$ cat src/rtl/gauss_pkg.sv
// gauss_pkg: shared constants for the 3x3 Gaussian sum pipeline
package gauss_pkg;
    localparam int PIX_W_DEF  = 8;
    localparam int K_CORNER   = 0;
    localparam int K_EDGE     = 1;
    localparam int K_CENTRE   = 2;
    localparam int NORM_SHIFT = 4;
    localparam int ROUND_BIAS = 8;
    localparam int WIN_TAPS   = 9;

    function automatic int acc_width(input int pix_w);
        return pix_w + NORM_SHIFT;
    endfunction

    localparam int ACC_W = acc_width(PIX_W_DEF);
endpackage

$ cat src/rtl/gauss_cla_add.sv
// gauss_cla_add: W-bit carry-lookahead adder built from chained 4-bit slices
module gauss_cla_add #(
    parameter int W = 8
) (
    input  logic [W-1:0] a,
    input  logic [W-1:0] b,
    input  logic         cin,
    output logic [W-1:0] sum,
    output logic         cout
);
    logic [W-1:0] g;
    logic [W-1:0] p;
    logic [W:0]   c;

    assign g = a & b;
    assign p = a ^ b;

    // every carry inside a slice is resolved from that slice's carry-in; slice carries chain
    always_comb begin
        logic t;
        t = 1'b0;
        c = '0;
        c[0] = cin;
        for (int i = 0; i < W; i += 4) begin
            for (int j = i; j < i + 4 && j < W; j++) begin
                t = c[i];
                for (int k = i; k <= j; k++) t = g[k] | (p[k] & t);
                c[j+1] = t;
            end
        end
    end

    assign sum  = p ^ c[W-1:0];
    assign cout = c[W];
endmodule

$ cat src/rtl/gauss3x3_sum_pipe.sv
// gauss3x3_sum_pipe: 3-stage weighted-sum and /16 normalise for a 3x3 Gaussian window
module gauss3x3_sum_pipe
    import gauss_pkg::*;
#(
    parameter int PIX_W = 8,
    parameter bit ROUND = 1'b1
) (
    input  logic                      clk,
    input  logic                      rst_n,
    input  logic                      in_valid,
    output logic                      in_ready,
    input  logic [WIN_TAPS*PIX_W-1:0] in_win,
    output logic                      out_valid,
    input  logic                      out_ready,
    output logic [PIX_W-1:0]          out_pix,
    output logic                      busy
);
    localparam int AW = acc_width(PIX_W);
    localparam int RB = $clog2(ROUND_BIAS);

    logic             adv, v1, v2, v3;
    logic [PIX_W-1:0] p [WIN_TAPS];
    logic [PIX_W:0]   ca_n, cb_n, ea_n, eb_n, ca, cb, ea, eb;
    logic [PIX_W+1:0] cc, cs_n, eab_n, cs, cc2;
    logic [PIX_W+2:0] es, t1_n;
    logic [AW-1:0]    tot_n;
    logic [PIX_W-1:0] pix_n;
    logic             rnd_c;
    logic             unused_bits;

    genvar k;
    for (k = 0; k < WIN_TAPS; k++) begin : g_tap
        assign p[k] = in_win[k*PIX_W +: PIX_W];
    end

    gauss_cla_add #(.W(PIX_W)) u_ca (.a(p[0]), .b(p[2]), .cin(1'b0), .sum(ca_n[PIX_W-1:0]), .cout(ca_n[PIX_W]));
    gauss_cla_add #(.W(PIX_W)) u_cb (.a(p[6]), .b(p[8]), .cin(1'b0), .sum(cb_n[PIX_W-1:0]), .cout(cb_n[PIX_W]));
    gauss_cla_add #(.W(PIX_W)) u_ea (.a(p[1]), .b(p[3]), .cin(1'b0), .sum(ea_n[PIX_W-1:0]), .cout(ea_n[PIX_W]));
    gauss_cla_add #(.W(PIX_W)) u_eb (.a(p[5]), .b(p[7]), .cin(1'b0), .sum(eb_n[PIX_W-1:0]), .cout(eb_n[PIX_W]));

    gauss_cla_add #(.W(PIX_W+1)) u_cs  (.a(ca), .b(cb), .cin(1'b0), .sum(cs_n[PIX_W:0]),  .cout(cs_n[PIX_W+1]));
    gauss_cla_add #(.W(PIX_W+1)) u_eab (.a(ea), .b(eb), .cin(1'b0), .sum(eab_n[PIX_W:0]), .cout(eab_n[PIX_W+1]));

    gauss_cla_add #(.W(PIX_W+2)) u_t1  (.a(cs), .b(cc2),  .cin(1'b0), .sum(t1_n[PIX_W+1:0]), .cout(t1_n[PIX_W+2]));
    gauss_cla_add #(.W(PIX_W+3)) u_tot (.a(es), .b(t1_n), .cin(1'b0), .sum(tot_n[AW-2:0]),   .cout(tot_n[AW-1]));

    // adding the half-LSB bias then dropping NORM_SHIFT bits equals carrying in the bit just below the cut
    gauss_cla_add #(.W(PIX_W)) u_rnd (
        .a(tot_n[AW-1:NORM_SHIFT]), .b('0), .cin(ROUND && tot_n[RB]), .sum(pix_n), .cout(rnd_c)
    );

    assign unused_bits = ^{tot_n[RB-1:0], rnd_c};
    assign adv         = ~v3 | out_ready;
    assign in_ready    = adv;
    assign out_valid   = v3;
    assign busy        = v1 | v2 | v3;

    // stage 1: pairwise corner/edge sums and weighted centre
    always_ff @(posedge clk) begin
        if (!rst_n) begin
            {ca, cb, ea, eb, cc, v1} <= '0;
        end else if (adv) begin
            ca <= ca_n;
            cb <= cb_n;
            ea <= ea_n;
            eb <= eb_n;
            cc <= (PIX_W+2)'(p[4]) << K_CENTRE;
            v1 <= in_valid;
        end
    end

    // stage 2: corner total, weighted edge total, centre carried along
    always_ff @(posedge clk) begin
        if (!rst_n) begin
            {cs, es, cc2, v2} <= '0;
        end else if (adv) begin
            cs  <= cs_n;
            es  <= (PIX_W+3)'(eab_n) << K_EDGE;
            cc2 <= cc;
            v2  <= v1;
        end
    end

    // stage 3: full sum, normalise, hold for the consumer
    always_ff @(posedge clk) begin
        if (!rst_n) begin
            {out_pix, v3} <= '0;
        end else if (adv) begin
            out_pix <= pix_n;
            v3      <= v2;
        end
    end
endmodule

$ cat config.mk
export PLATFORM = sky130hd
export DESIGN_NAME = gauss3x3_sum_pipe
export DESIGN_NICKNAME = d
export VERILOG_FILES = /design/src/rtl/gauss_pkg.sv /design/src/rtl/gauss_cla_add.sv /design/src/rtl/gauss3x3_sum_pipe.sv
export SDC_FILE = /design/constraint.sdc
export NUM_CORES = 1
export LEC_CHECK = 0
export BUFFER_PORTS_ARGS = -buffer_cell sky130_fd_sc_hd__buf_2
export CAP_MARGIN = 20
export CORE_ASPECT_RATIO = 1.1
export CORE_UTILIZATION = 40
export CTS_BUF_LIST = sky130_fd_sc_hd__clkbuf_4
export CTS_CLUSTER_DIAMETER = 60
export DETAILED_ROUTE_END_ITERATION = 8
export PLACE_DENSITY = 0.6
export SETUP_SLACK_MARGIN = 0.3
export SYNTH_ARGS = -nofsm -noshare
export SYNTH_HDL_FRONTEND = slang
export SYNTH_SLANG_ARGS = --single-unit
$ cat constraint.sdc
create_clock -name clk -period 5.2 [get_ports clk]
set_input_delay 0.26 -clock clk [delete_from_list [all_inputs] [get_ports clk]]
set_output_delay 0.26 -clock clk [all_outputs]
set_load 0.02 [all_outputs]
# Word level (Yosys, flattened, before mapping)

Index checks and enable logic that the tools add are counted.

Output and inout port bits: 11
Logic and storage cells: 174
Bits of input ports: 76
Flip-flop bits (word level): 83
RAM bits: 0
Memories: 0
ROM bits: 0
Latch bits: 0

Shifts and indexed selects: 0
Bitwise gates (word level): 162
$add $sub $neg: 0
Equality and inequality tests: 0
Muxes and demuxes: 0
$lt $le $gt $ge: 0
Multipliers: 0
Reduce and logical (&&, ||, !) cells: 0
Divide/modulo/power cells: 0

Operator list:

| kind               | number |
|---|---|
| 8-bit XOR          | 9 |
| 1-bit bitwise AND  | 70 |
| 1-bit OR           | 66 |
| 9-bit XOR          | 4 |
| 8-bit bitwise AND  | 4 |
| 11-bit XOR         | 2 |
| 10-bit XOR         | 2 |
| 9-bit bitwise AND  | 2 |
| 11-bit bitwise AND | 1 |
| 10-bit bitwise AND | 1 |
| 1-bit inverter     | 1 |

# Depth between registers and ports, before layout

Word-level depth: 47
Depth in mapped cells: 17
Gate-level depth less buffers: 17

# Hierarchy

Synthesis repeated with hierarchy kept, for this count alone.

Cell total of the unflattened synthesis: 521
Area, all modules: 5227.5 µm²

By module, submodules not included:

| module                    | cells each | area an instance (µm²) | seq. area each (µm²) | times used |
|---|---|---|---|---|
| gauss3x3_sum_pipe         | 352        | 3308.2                 | 1661.6               | 1 |
| gauss_cla_add at u_ca ... | 18         | 197.7                  | 0.0                  | 5 |
| gauss_cla_add at u_cs ... | 19         | 217.7                  | 0.0                  | 2 |
| gauss_cla_add at u_tot    | 21         | 257.7                  | 0.0                  | 1 |
| gauss_cla_add at u_t1     | 20         | 237.7                  | 0.0                  | 1 |

# Least setup slack after synthesis

No wires, ideal clock.

Path type: register to register
From: register cs[2]
To: register out_pix[7]
Required time: 5.081 ns
Arrival time: 4.270 ns
Slack: 0.810 ns
Clock period less this slack: 4.390 ns
Stages on the path, launching flop included: 16
Setup time: 0.119 ns
Path buffers: 0
Path through: dfxtp_1 ha_1 fa_1 inv_1 fa_1 fa_1 fa_1 fa_1 fa_1 fa_1 fa_1 inv_1 fa_1 ha_1 xnor2_1 a21oi_1

Cells in the longest elaborated chain, start to end: 22
Elaborated cells between the ends (all ways): 48
Classes of those cells: bitwise (48)

RTL lines:

| element                                         | line                                     | text |
|---|---|---|
| from (decl)                                     | gauss3x3_sum_pipe.sv:24                  | `logic [PIX_W+1:0] cc, cs_n, eab_n, cs, cc2;` |
| from (signal assigned)                          | gauss3x3_sum_pipe.sv:77                  | `cs <= cs_n;` |
| 10-bit XOR                                      | gauss_cla_add.sv:16                      | `assign p = a ^ b;` |
| 1-bit bitwise AND or 10-bit XOR (tied branches) | gauss_cla_add.sv:27, gauss_cla_add.sv:33 |  |
| 1-bit OR or 11-bit XOR (tied branches)          | gauss_cla_add.sv:27, gauss_cla_add.sv:16 |  |
| 1-bit bitwise AND or 10-bit XOR (tied branches) | gauss_cla_add.sv:27, gauss_cla_add.sv:33 |  |
| 1-bit OR or 11-bit XOR (tied branches)          | gauss_cla_add.sv:27, gauss_cla_add.sv:16 |  |
| 1-bit bitwise AND or 10-bit XOR (tied branches) | gauss_cla_add.sv:27, gauss_cla_add.sv:33 |  |
| 1-bit OR or 11-bit XOR (tied branches)          | gauss_cla_add.sv:27, gauss_cla_add.sv:16 |  |
| 1-bit bitwise AND or 10-bit XOR (tied branches) | gauss_cla_add.sv:27, gauss_cla_add.sv:33 |  |
| [6 not listed]                                  | n/a                                      |  |
| 1-bit OR or 11-bit XOR (tied branches)          | gauss_cla_add.sv:27, gauss_cla_add.sv:16 |  |
| 10-bit XOR or 1-bit bitwise AND (tied branches) | gauss_cla_add.sv:33, gauss_cla_add.sv:27 |  |
| 11-bit XOR or 1-bit OR (tied branches)          | gauss_cla_add.sv:16, gauss_cla_add.sv:27 |  |
| 1-bit bitwise AND                               | gauss_cla_add.sv:27                      | `for (int k = i; k <= j; k++) t = g[k] \| (p[k] & t);` |
| 1-bit OR                                        | gauss_cla_add.sv:27                      |  |
| 1-bit bitwise AND or 11-bit XOR (tied branches) | gauss_cla_add.sv:27, gauss_cla_add.sv:33 |  |
| 1-bit OR or 1-bit bitwise AND (tied branches)   | n/a                                      |  |
| 8-bit XOR *                                     | gauss_cla_add.sv:33                      | `assign sum = p ^ c[W-1:0];` |
| to (signal assigned)                            | gauss3x3_sum_pipe.sv:89                  | `out_pix <= pix_n;` |
| to (decl)                                       | gauss3x3_sum_pipe.sv:15                  | `output logic [PIX_W-1:0] out_pix,` |

Every way passes the cells marked *; elsewhere a longest branch is shown, timed or not.
A chain may end at the register's enable or synchronous reset.

# Final worst setup path

Ends and elaborated chain as after synthesis.

==> flow_metrics.env <==
export IMPL_cts_tree="done"
export IMPL_first_iter_violations=81
export IMPL_rows=40
export IMPL_setup_tns_ns=0
export IMPL_dp_hpwl_um=5990
export IMPL_synth_nets=621
export IMPL_rsz0062_at_grt="no"
export IMPL_ant_nets=0
export IMPL_holdPathStages=3
export IMPL_cts_buffers=9
export IMPL_crit_top_cell="fa_1"
export IMPL_path_depth=15
export IMPL_slowest_delay_ns=0.47
export IMPL_synth_top_area_share=0.357
export IMPL_p_comb_frac=0.267
export IMPL_io_pins=87
export IMPL_grt_start_max_net_pins=83
export IMPL_max_freq_ghz=0.217
export IMPL_ys_ff_latch=82
export IMPL_antenna_found_initial=0
export IMPL_critPathArrivalTime_ns=4.89
export IMPL_grt_pass1_wl_um=14700
export IMPL_synthesis_area_um2=4600
export IMPL_dpl_worst_slack_ns=0.555
export IMPL_cts_resized=0
export IMPL_drtPass1Iterations=4
export IMPL_die_x_um=104
export IMPL_clkLatencyLatePin_ns=0.42
export IMPL_fin_crit_ns=4.61
export IMPL_finalCritPeriodShare=0.886
export IMPL_max_vdd_ir_drop_v=0.000143
export IMPL_swShare=0.316
export IMPL_drc=0
export IMPL_clkTransAtPathRegs_ns=0.13
export IMPL_p_switching_uw=497
export IMPL_critical_path_top_delay_family="adder cells"
export IMPL_cp_start_kind="flop"
export IMPL_synth_common_cells="nand2_1 (144), dfxtp_1 (82), fa_1 (59)"
export IMPL_hold_buffers=0
export IMPL_clkPwrFrac=0.241
export IMPL_cap_viol_max_count=0
export IMPL_clockBufferDepth=2
export IMPL_hold_viol=0
export IMPL_drive_gt1_frac=0.196
export IMPL_synth_edf_count=0
export IMPL_place_gp_congestion=0.722
export IMPL_postCtsSetupRepairBufs=0
export IMPL_core_area_um2=11100
export IMPL_htree_levels=3
export IMPL_postLayoutCoreUtil=0.473
export IMPL_synthMostInstantiatedCell="nand2_1"
export IMPL_areaGrowthSynthToFinish_pct=13.8
export IMPL_die_area_um2=11900
export IMPL_initial_core_util=0.416
export IMPL_wl_per_cell_um=11.7
export IMPL_p_seq_frac=0.492
export IMPL_grt_ovfl_total=0
export IMPL_cp_required_ns=5.48
export IMPL_vias_per_cell=4.55
export IMPL_cts_root_buf="clkbuf_4"
export IMPL_r2r_slack_ns=0.59
export IMPL_tightest_slew_ns=0.902
export IMPL_ys_warn_count=0
export IMPL_synth_ff_type="dfxtp_1"
export IMPL_setup_slack_ns=0.591
export IMPL_synth_seq_area_share=0.357
export IMPL_cp_num_buf_inv=2
export IMPL_fp_dieH_um=114
export IMPL_multiInputGateArea_um2=2600
export IMPL_cp_slowest_cell="fa_1"
export IMPL_nets=695
export IMPL_final_setup_viol_count=0
export IMPL_avgSynthCellArea_um2=9.75
export IMPL_grt_pass1_vias=3264
export IMPL_insertedDiodeCount=0
export IMPL_track_usage=0.153
export IMPL_regArea_um2=1640
export IMPL_fin_worst_skew_ns=0.0167
export IMPL_status="completed"
export IMPL_final_fill_count=1075
export IMPL_ys_async_sr_fraction=0
export IMPL_internal_power_uw=1080
export IMPL_p_leak_uw=0.00259
export IMPL_hold_class="in -> reg"
export IMPL_drt_wl_total_um=8140
export IMPL_clock_sinks=82
export IMPL_cp_cell_sequence="ha_1, fa_1, inv_1, fa_1, fa_1, fa_1, fa_1, fa_1, fa_1, fa_1, inv_1, fa_1, ha_1, xnor2_1, a21oi_1"
export IMPL_io_buffers=86
export IMPL_worst_r2r_cell_count=15
export IMPL_placed_cells=682
export IMPL_power_density_nw_per_um2=300
export IMPL_placed_area_um2=5100
export IMPL_fin_cells=698
export IMPL_maxSlewViolCount=0
export IMPL_synth_top_cells_by_area="dfxtp_1 (36%), fa_1 (26%), nand2_1 (12%)"
export IMPL_crit_type="reg -> reg"
export IMPL_synth_cells=472
export IMPL_path_max_fanout=2
export IMPL_vias=3176
export IMPL_critical_path_endpoint_type="flop"
export IMPL_maxSlewHeadroom=0.398
export IMPL_synth_cell_types=21
export IMPL_yosysTopAreaCell="dfxtp_1"
export IMPL_design_area_um2=5240
cell families after synthesis:
logic type,share of synthesized area
flops,0.357
simple gates,0.122
compound gates,0.145
buf+inv,0.0797
xor+xnor,0.00190
fa+ha+maj,0.295
cell type report:
cell class                      instances  share of cell area
Clock buffer                           13              0.0186
Clock inverter                          3             0.00765
Inverter                               59              0.0423
Multi-Input combinational cell        305               0.496
Sequential cell                        82               0.313
Tap cell                              147              0.0351
Timing Repair Buffer                   89              0.0865
power groups by stage:
stage	logic (uW)	registers (uW)	clock network, uW
global route	498	788	413
CTS	432	776	387
global placement	417	789	0
floorplan	267	803	0
detailed placement	422	791	0
finish	420	774	379
worst reg2reg max path: stages, from the launching register on:
cell and delay, ns:
dfxtp_1 0.36, ha_1 0.17, fa_1 0.16, inv_1 0.04, fa_1 0.37, fa_1 0.38, fa_1 0.38, fa_1 0.39
fa_1 0.39, fa_1 0.47, fa_1 0.39, inv_1 0.08, fa_1 0.42, ha_1 0.22, xnor2_1 0.16, a21oi_1 0.09
routing by layer:
layer  part of all wire  vias up  global-route usage
li1                   -     1606                   -
met1               0.48     1505               0.201
met2               0.46       53               0.249
met3              0.036       12              0.0307
met4              0.021        0              0.0581
met5                  0        -                   0
through the flow:
stage	hold slack, ns	total power (uW)
finish	0.0623	1570
global route	0.0523	1700
CTS	0.0529	1590
detailed placement	0.447	1210
global placement	0.437	1210
floorplan	0.399	1070
final timing paths:
check              from    endpoint
max               cs[2]  out_pix[7]
min          in_win[32]       cc[2]
max reg2reg       cs[2]  out_pix[7]
min reg2reg       ca[0]       ca[0]
placed cells by master, fill, tap and decap left out, types with 3 or more instances in the layout:
cell type	n
nand2_1	144
buf_2	86
dfxtp_1	82
fa_1	59
inv_1	58
a21boi_0	38
a21boi_1	26
o211a_1	16
ha_1	14
clkbuf_4	13
buf_4	3
flip-flops by register name (all words and copies together), names as in the netlist:
signal,count
ca,9
v1,1
v2,1
cb,9
out_valid,1
eb,9
es,10
cs,9
cc2,8
ea,9
out_pix,8
cc,8
(Power assumes the default switching activity.)
